==> config.mk <==
export PLATFORM = sky130hd
export DESIGN_NAME = multdiv_unit
export DESIGN_NICKNAME = d
export VERILOG_FILES = /design/src/rtl/multdiv_unit.sv
export SDC_FILE = /design/constraint.sdc
export NUM_CORES = 1
export LEC_CHECK = 0
export BUFFER_PORTS_ARGS = -buffer_cell sky130_fd_sc_hd__buf_4
export CORE_MARGIN = 2
export CORE_UTILIZATION = 45
export CTS_BUF_LIST = sky130_fd_sc_hd__clkbuf_4 sky130_fd_sc_hd__clkbuf_8
export CTS_CLUSTER_SIZE = 8
export DETAILED_ROUTE_END_ITERATION = 10
export PLACE_DENSITY = 0.74
export SLEW_MARGIN = 5
export SYNTH_ARGS = -nofsm -noshare
export SYNTH_HDL_FRONTEND = slang
export SYNTH_SLANG_ARGS = --single-unit
==> constraint.sdc <==
create_clock -name clock -period 3.8 [get_ports clock]
set_clock_uncertainty 0.2 [all_clocks]
set_input_delay 0.57 -clock clock [delete_from_list [all_inputs] [get_ports clock]]
set_output_delay 0.57 -clock clock [all_outputs]
set_load 0.02 [all_outputs]
==> src/rtl/multdiv_unit.sv <==
// Iterative signed multiply/divide unit: one bit per clock, 33-cycle latency from
// start pulse to a one-cycle ready strobe, with registered result and exception flag.
module multdiv_unit #(
  parameter int WIDTH = 32
) (
  input  logic             clock,
  input  logic             clr_n,
  input  logic [WIDTH-1:0] data_operandA,
  input  logic [WIDTH-1:0] data_operandB,
  input  logic             ctrl_MULT,
  input  logic             ctrl_DIV,
  output logic [WIDTH-1:0] data_result,
  output logic             data_exception,
  output logic             data_resultRDY,
  output logic             busy,
  output logic [1:0]       dbg_state
);

  localparam int CW = $clog2(WIDTH);

  typedef enum logic [1:0] {
    S_IDLE = 2'd0,
    S_MUL  = 2'd1,
    S_DIV  = 2'd2,
    S_DONE = 2'd3
  } state_t;

  // Handshake: ctrl_MULT/ctrl_DIV are fire-and-forget start pulses accepted in any
  // state (a new start aborts the running operation); data_resultRDY is a one-cycle
  // valid strobe with no back-pressure, and data_result stays stable until the next completion.
  state_t state, state_nxt;

  logic [CW-1:0]      cnt;
  logic               fin;
  logic               neg;
  logic               b_zero;
  logic [WIDTH-1:0]   mag_a;
  logic [WIDTH-1:0]   mag_b;
  logic [2*WIDTH-1:0] acc;
  logic [WIDTH-1:0]   rem;

  logic               start;
  logic               iterating;
  logic               complete;
  logic [WIDTH-1:0]   in_mag_a;
  logic [WIDTH-1:0]   in_mag_b;
  logic [WIDTH:0]     mul_sum;
  logic [WIDTH:0]     rem_shift;
  logic [WIDTH:0]     rem_diff;
  logic [2*WIDTH-1:0] prod;
  logic [WIDTH-1:0]   quot;
  logic [WIDTH-1:0]   fin_res;
  logic               fin_exc;

  assign start     = ctrl_MULT | ctrl_DIV;
  assign iterating = (state == S_MUL) || (state == S_DIV);
  assign complete  = !start && iterating && fin;
  assign dbg_state = state;

  always_ff @(posedge clock or negedge clr_n) begin
    if (!clr_n) state <= S_IDLE;
    else        state <= state_nxt;
  end

  always_comb begin
    state_nxt = state;
    if (start) begin
      state_nxt = ctrl_MULT ? S_MUL : S_DIV;
    end else begin
      case (state)
        S_MUL, S_DIV: if (fin) state_nxt = S_DONE;
        S_DONE:       state_nxt = S_IDLE;
        default:      state_nxt = S_IDLE;
      endcase
    end
  end

  always_comb begin
    in_mag_a  = data_operandA[WIDTH-1] ? -data_operandA : data_operandA;
    in_mag_b  = data_operandB[WIDTH-1] ? -data_operandB : data_operandB;
    // Shift-add: multiplier sits in the low half and is consumed LSB first.
    mul_sum   = {1'b0, acc[2*WIDTH-1:WIDTH]} + (acc[0] ? {1'b0, mag_a} : '0);
    // Restoring divide: dividend bits shift out of acc[WIDTH-1] into the remainder.
    rem_shift = {rem, acc[WIDTH-1]};
    rem_diff  = rem_shift - {1'b0, mag_b};
    prod      = neg ? -acc : acc;
    quot      = neg ? -acc[WIDTH-1:0] : acc[WIDTH-1:0];
    fin_res   = '0;
    fin_exc   = 1'b0;
    if (state == S_MUL) begin
      fin_res = prod[WIDTH-1:0];
      fin_exc = !((&prod[2*WIDTH-1:WIDTH-1]) || !(|prod[2*WIDTH-1:WIDTH-1]));
    end else if (b_zero) begin
      fin_res = '0;
      fin_exc = 1'b1;
    end else begin
      fin_res = quot;
      // A positive quotient with the top bit set only arises from MIN / -1.
      fin_exc = !neg && acc[WIDTH-1];
    end
  end

  always_ff @(posedge clock or negedge clr_n) begin
    if (!clr_n) begin
      cnt    <= '0;
      fin    <= 1'b0;
      neg    <= 1'b0;
      b_zero <= 1'b0;
      mag_a  <= '0;
      mag_b  <= '0;
      acc    <= '0;
      rem    <= '0;
    end else if (start) begin
      cnt    <= '0;
      fin    <= 1'b0;
      neg    <= data_operandA[WIDTH-1] ^ data_operandB[WIDTH-1];
      b_zero <= (data_operandB == '0);
      mag_a  <= in_mag_a;
      mag_b  <= in_mag_b;
      acc    <= {{WIDTH{1'b0}}, (ctrl_MULT ? in_mag_b : in_mag_a)};
      rem    <= '0;
    end else if (iterating && !fin) begin
      cnt <= cnt + CW'(1);
      fin <= (cnt == CW'(WIDTH - 1));
      if (state == S_MUL) begin
        acc <= {mul_sum, acc[WIDTH-1:1]};
      end else if (!rem_diff[WIDTH]) begin
        rem             <= rem_diff[WIDTH-1:0];
        acc[WIDTH-1:0]  <= {acc[WIDTH-2:0], 1'b1};
      end else begin
        rem             <= rem_shift[WIDTH-1:0];
        acc[WIDTH-1:0]  <= {acc[WIDTH-2:0], 1'b0};
      end
    end
  end

  always_ff @(posedge clock or negedge clr_n) begin
    if (!clr_n) begin
      data_result    <= '0;
      data_exception <= 1'b0;
      data_resultRDY <= 1'b0;
      busy           <= 1'b0;
    end else begin
      data_resultRDY <= complete;
      busy           <= (state_nxt == S_MUL) || (state_nxt == S_DIV);
      if (complete) begin
        data_result    <= fin_res;
        data_exception <= fin_exc;
      end
    end
  end

endmodule

* Yosys cells after proc, flatten, opt, wreduce, memory -nomap -nowiden
Index checks and enable logic that the tools add are counted.
Storage, ports and cells: bits in registers 205, bits of input ports 68, word-level logic and storage cells 76
Cells by class: add/sub/neg operators 7, equal/unequal tests 6, mux-type cells 27, bitwise logic cells 2, reductions and logical operators 20
Operators with widths (count):
- 32-bit two-way mux | 13
- 64-bit two-way mux | 3
- 32-bit negation | 3
- 64-bit negation | 1
- 32-bit by 32-bit adder with 33-bit output | 1
- 33-bit AND reduction | 1
- 33-bit OR reduction | 1
- 33-bit by 32-bit subtractor with 33-bit output | 1
- 32-bit zero test | 1
- 5-bit two-way mux | 2
- 2-bit two-way mux | 4
- 5-bit by 1-bit adder with 5-bit output, second input constant | 1
- 5-bit equality test, second input constant | 1
- 1-bit zero test | 5
- 1-bit two-way mux | 5
- 2-bit by 1-bit equality test with 1-bit output, second input constant | 2
- 2-bit equality test, second input constant | 2
- 1-bit logical AND | 4
- 2-bit AND reduction | 2
- 2-bit nonzero test | 2
- 1-bit logical OR | 3
- 2-bit inequality test, second input constant | 1
- 2-bit OR reduction | 1
- 1-bit OR | 1
- 1-bit bitwise XOR | 1

* Depth between registers and ports, before layout
depth in word-level cells 7, mapped depth 16

* Worst setup path before layout
No wires, ideal clock.
kind register to register, start register acc[31], end register rem[12], setup time 0.133 ns, arrival 3.457 ns, data required time 3.467 ns, setup slack 0.010 ns, cell stages (with the launch flop) 16, clock period less this slack 3.790 ns, cells stage by stage dfrtp_1 -> clkbuf_1 -> inv_1 -> ha_1 -> inv_1 -> fa_1 -> a211oi_1 -> o21a_1 -> nor4_1 -> o311ai_1 -> o2111ai_1 -> a31oi_1 -> xor2_1 -> buf_2 -> mux2i_1 -> o21ai_0
On the way: longest elaborated chain between the ends 5
Ends and longest elaborated chain:
- start: declaration | line 39 | logic [2*WIDTH-1:0] acc;
- start signal: assignment | line 120 | acc <= {{WIDTH{1'b0}}, (ctrl_MULT ? in_mag_b : in_mag_a)};
- start signal: assignment | line 126 | acc <= {mul_sum, acc[WIDTH-1:1]};
- start signal: indexed assignment | line 129 | acc[WIDTH-1:0] <= {acc[WIDTH-2:0], 1'b1};
- 33-bit by 32-bit subtractor with 33-bit output | line 85 | rem_diff = rem_shift - {1'b0, mag_b};
- 32-bit two-way mux | line 127 | end else if (!rem_diff[WIDTH]) begin
- 32-bit two-way mux | line 125 | if (state == S_MUL) begin
- 32-bit two-way mux | line 122 | end else if (iterating && !fin) begin
- 32-bit two-way mux | line 113 | end else if (start) begin
- end signal: assignment | line 128 | rem <= rem_diff[WIDTH-1:0];
- end signal: assignment | line 131 | rem <= rem_shift[WIDTH-1:0];
- end: declaration | line 40 | logic [WIDTH-1:0] rem;
Every way passes these cells. The select of a mux whose other input is x is not followed. A chain may end at the register's enable or synchronous reset.

* Worst setup path after layout
start register acc[43], end register data_exception
On the way: longest elaborated chain between the ends 7, elaborated cells between the ends (all ways) 8, classes of those cells add/sub: 1; mux: 2; reduce/logical: 5
Ends and longest elaborated chain:
- 64-bit negation | line 86 | prod = neg ? -acc : acc;
- 64-bit two-way mux * | line 86
- 33-bit OR reduction | line 92 | fin_exc = !((&prod[2*WIDTH-1:WIDTH-1]) || !(|prod[2*WIDTH-1:WIDTH-1]));
- 1-bit zero test | line 92
- 1-bit logical OR * | line 92
- 1-bit zero test * | line 92
- 1-bit two-way mux * | line 90 | if (state == S_MUL) begin
- end signal: assignment | line 148 | data_exception <= fin_exc;
- end: declaration | line 13 | output logic data_exception,
Every way passes the cells marked *; elsewhere a longest branch is shown, timed or not.

==> impl_metrics.ini <==
[critical_path]
crit_buf_inv = 0
crit_chain = or4_1 -> or4_4 -> or3_4 -> o31ai_2 -> xor2_1 -> or3_1 -> or4_1 -> nor4_2 -> a31o_1 -> o31ai_1
worst_r2r_path_depth = 10
reg2reg_slack_ns = 0.06
crit_required_ns = 4.02
r2r_start = acc[43]
crit_type = reg2reg
endpoint_kind = flop
crit_family = simple AND/OR/NAND/NOR gates
timing.rr.end = data_exception
arrival_ns = 3.96
slowest_delay_ns = 0.53
crit_slowest_cell = or4_4
critPathLaunchType = flop
crit_top_cell = or4_1
critPathMaxFanout = 2

[sta]
setup_viol = 0
finalWorstSetupSlack_ns = 0.06025
slew-limit-headroom_pct = 27.11
worst_pin_slew_ns = 1.093
rsz0062_at_grt = yes
period_share_pct = 98.41
period_needed_ns = 3.740
fmax_ghz = 0.2674
final-hold-violation-count = 0
tns_ns = 0
final-max-slew-violation-count = 0
hold_ws_ns = 0.1428

[routing]
maxUsedRoutingLayer = met4
drt_iter0_drc = 1291
wl_per_cell_um = 19.07
vias = 14680
met1_length_um = 20440
antenna_left = 0
wl_met2_um = 22650
wl_um = 47650
wl_met3_um = 3217
drtPass1Iterations = 5
route.detailed.drc = 0
avgViaCountPerCell = 5.873

[final_layout]
drive_gt1_share_pct = 16.44
fin_area_sq_um = 18120
syn_to_final_growth_pct = 18.71
fin_nets = 2160
fin_util_pct = 54.18

[pwr]
seqPwrFrac_pct = 37.1
p_int_uw = 4510
switching_share_pct = 33.15
clkPwrFrac_pct = 37.6
p_comb_share_pct = 25.4
power.density_nw_per_um2 = 372.2
peakVddDrop_mv = 0.2725
switchingPower_uw = 2237
p_leak_uw = 0.008253

[worst_hold_path]
whs_path_depth = 3
hold_path_startpoint = data_operandB[28]
min_to = b_zero
hp-class = in2reg

[floorplanning]
ios = 105
chipWidth_um = 188.2
core_region_area_sq_um = 33450
dieArea_sq_um = 35420
dieHeight_um = 188.2
start_util_pct = 45.64
rows = 67

[global_route]
grt_first_pass_wirelength_um = 76020
grt_max_degree = 62
antenna_found_initial = 1
track_usage_pct = 26.72
grt_pass1_vias = 14090
grt_overflow = 0

[cts]
h-tree-depth = 2
clock_sinks = 205
cts-buffers-inserted = 40
cts_max_path_buffers = 3
cts_tree = done
ctsRootBufferMaster = clkbuf_8
clk_pin_slew_ns = 0.06
clkLatencyLatePin_ns = 0.57

[yosys]
netlist_top_cells_count = dfrtp_1 (205), nor2_1 (191), nand2_1 (189)
yosysTopAreaCellShare_pct = 33.60
syn_area_per_cell_sq_um = 8.164
synth_seq_cells = 205
synthFlopType = dfrtp_1
async_flop_share_pct = 100.0
synth_warnings = 0
yosysUniqueCellTypes = 80
ys_seq_area_share_pct = 33.60
yosys-top-cells-area = dfrtp_1 (34%), xor2_1 (6.3%), o21ai_0 (5.8%)
syn_inst = 1870
syn_area_sq_um = 15270
synth_top_area_cell = dfrtp_1
synth_fp_nets = 2010
synth_most_common_cell = dfrtp_1
synth_edf_count = 0

[place]
dp_slack_ns = 0.01449
post_dp_cell_area_sq_um = 17030
place.gp.congestion = 0.9804
dp_hpwl_um = 35450
io_buffers = 104

[outcome]
status = complete, no violations

[job]
cap_violations = 0
[worst min-delay path: cells and delay by family]
| kind | cells | cell delay [ns] |
|---|---|---|
| AND/OR/NAND/NOR | 1 | 0.12 |
| buffers and inverters | 1 | 0.11 |
| AO/OA/AOI/OAI | 1 | 0.06 |
[area by class of cell]
cell class	instances	area, sq um
Multi-Input combinational cell	1493	9578
Timing Repair Buffer	211	1670
Fill cell	3033	15320
Sequential cell	205	5131
Antenna cell	1	2.502
Inverter	69	259.0
Tap cell	448	560.5
Clock inverter	10	112.6
Clock buffer	62	809.5
[worst max-delay path by stage]
stage,end,slack (ns),cells past startpoint,from
3_5_place_dp,acc[30],0.01,11,data_operandB[7]
3_3_place_gp,acc[30],0.01,11,data_operandB[7]
6_report,data_exception,0.06,10,acc[43]
2_1_floorplan,rem[12],0.01,15,acc[31]
4_1_cts,data_exception,0.01,10,acc[47]
5_1_grt,data_exception,-0.1,10,acc[43]
[cells in the final DEF (no fill, tap or decap), types with 21 or more instances in the layout]
cell,n
inv_1,68
dfrtp_1,204
xor2_1,109
a21o_1,21
o21ai_0,177
ha_1,68
or3_1,21
o31ai_1,42
a21oi_1,166
nor2_1,191
nor3_1,38
nand2_1,189
and2_1,38
mux2i_1,65
clkbuf_8,56
xnor2_1,49
nand3_1,35
buf_4,201
[cells by family after synthesis]
family,synth area share [%]
simple gates,20.60
compound gates,21.87
flops,33.60
buf+inv,4.335
xor+xnor,9.121
fa+ha+maj,5.999
mux,4.483
[what timing repair did]
item                       CTS  global route
setup endpoints to repair    1            38
hold buffers                 1             0
cloned                       0             3
setup buffers                0             4
resized for setup            1            16
pin swaps                    0             4
hold endpoints to repair    55             0
[stage by stage]
step,power [uW],cells
after floorplan,3576,1870
after global placement,4162,2418
after detailed placement,4199,2418
after CTS,6748,2491
after global routing,7081,2498
final,6747,2499
[routing by layer]
layer	up-vias	track usage (%)
li1	6969	-
met1	7088	35.70
met2	523	44.21
met3	97	4.433
met4	0	8.661
met5	-	0
[sequential cells by signal, indices dropped and copies added, names as in the netlist]
| name | count |
|---|---|
| busy | 1 |
| mag_a | 32 |
| mag_b | 32 |
| acc | 64 |
| neg | 1 |
| dbg_state | 2 |
| data_result | 32 |
| fin | 1 |
| data_exception | 1 |
| rem | 32 |
| data_resultRDY | 1 |
| cnt | 5 |
| b_zero | 1 |
[power groups by stage]
stage,clock [uW],sequential (uW),combinational (uW)
final,2530,2500,1710
after global routing,2690,2520,1870
after CTS,2570,2500,1680
after detailed placement,0,2530,1670
after global placement,0,2520,1640
after floorplan,0,2500,1080
(Power assumes the default switching activity.)
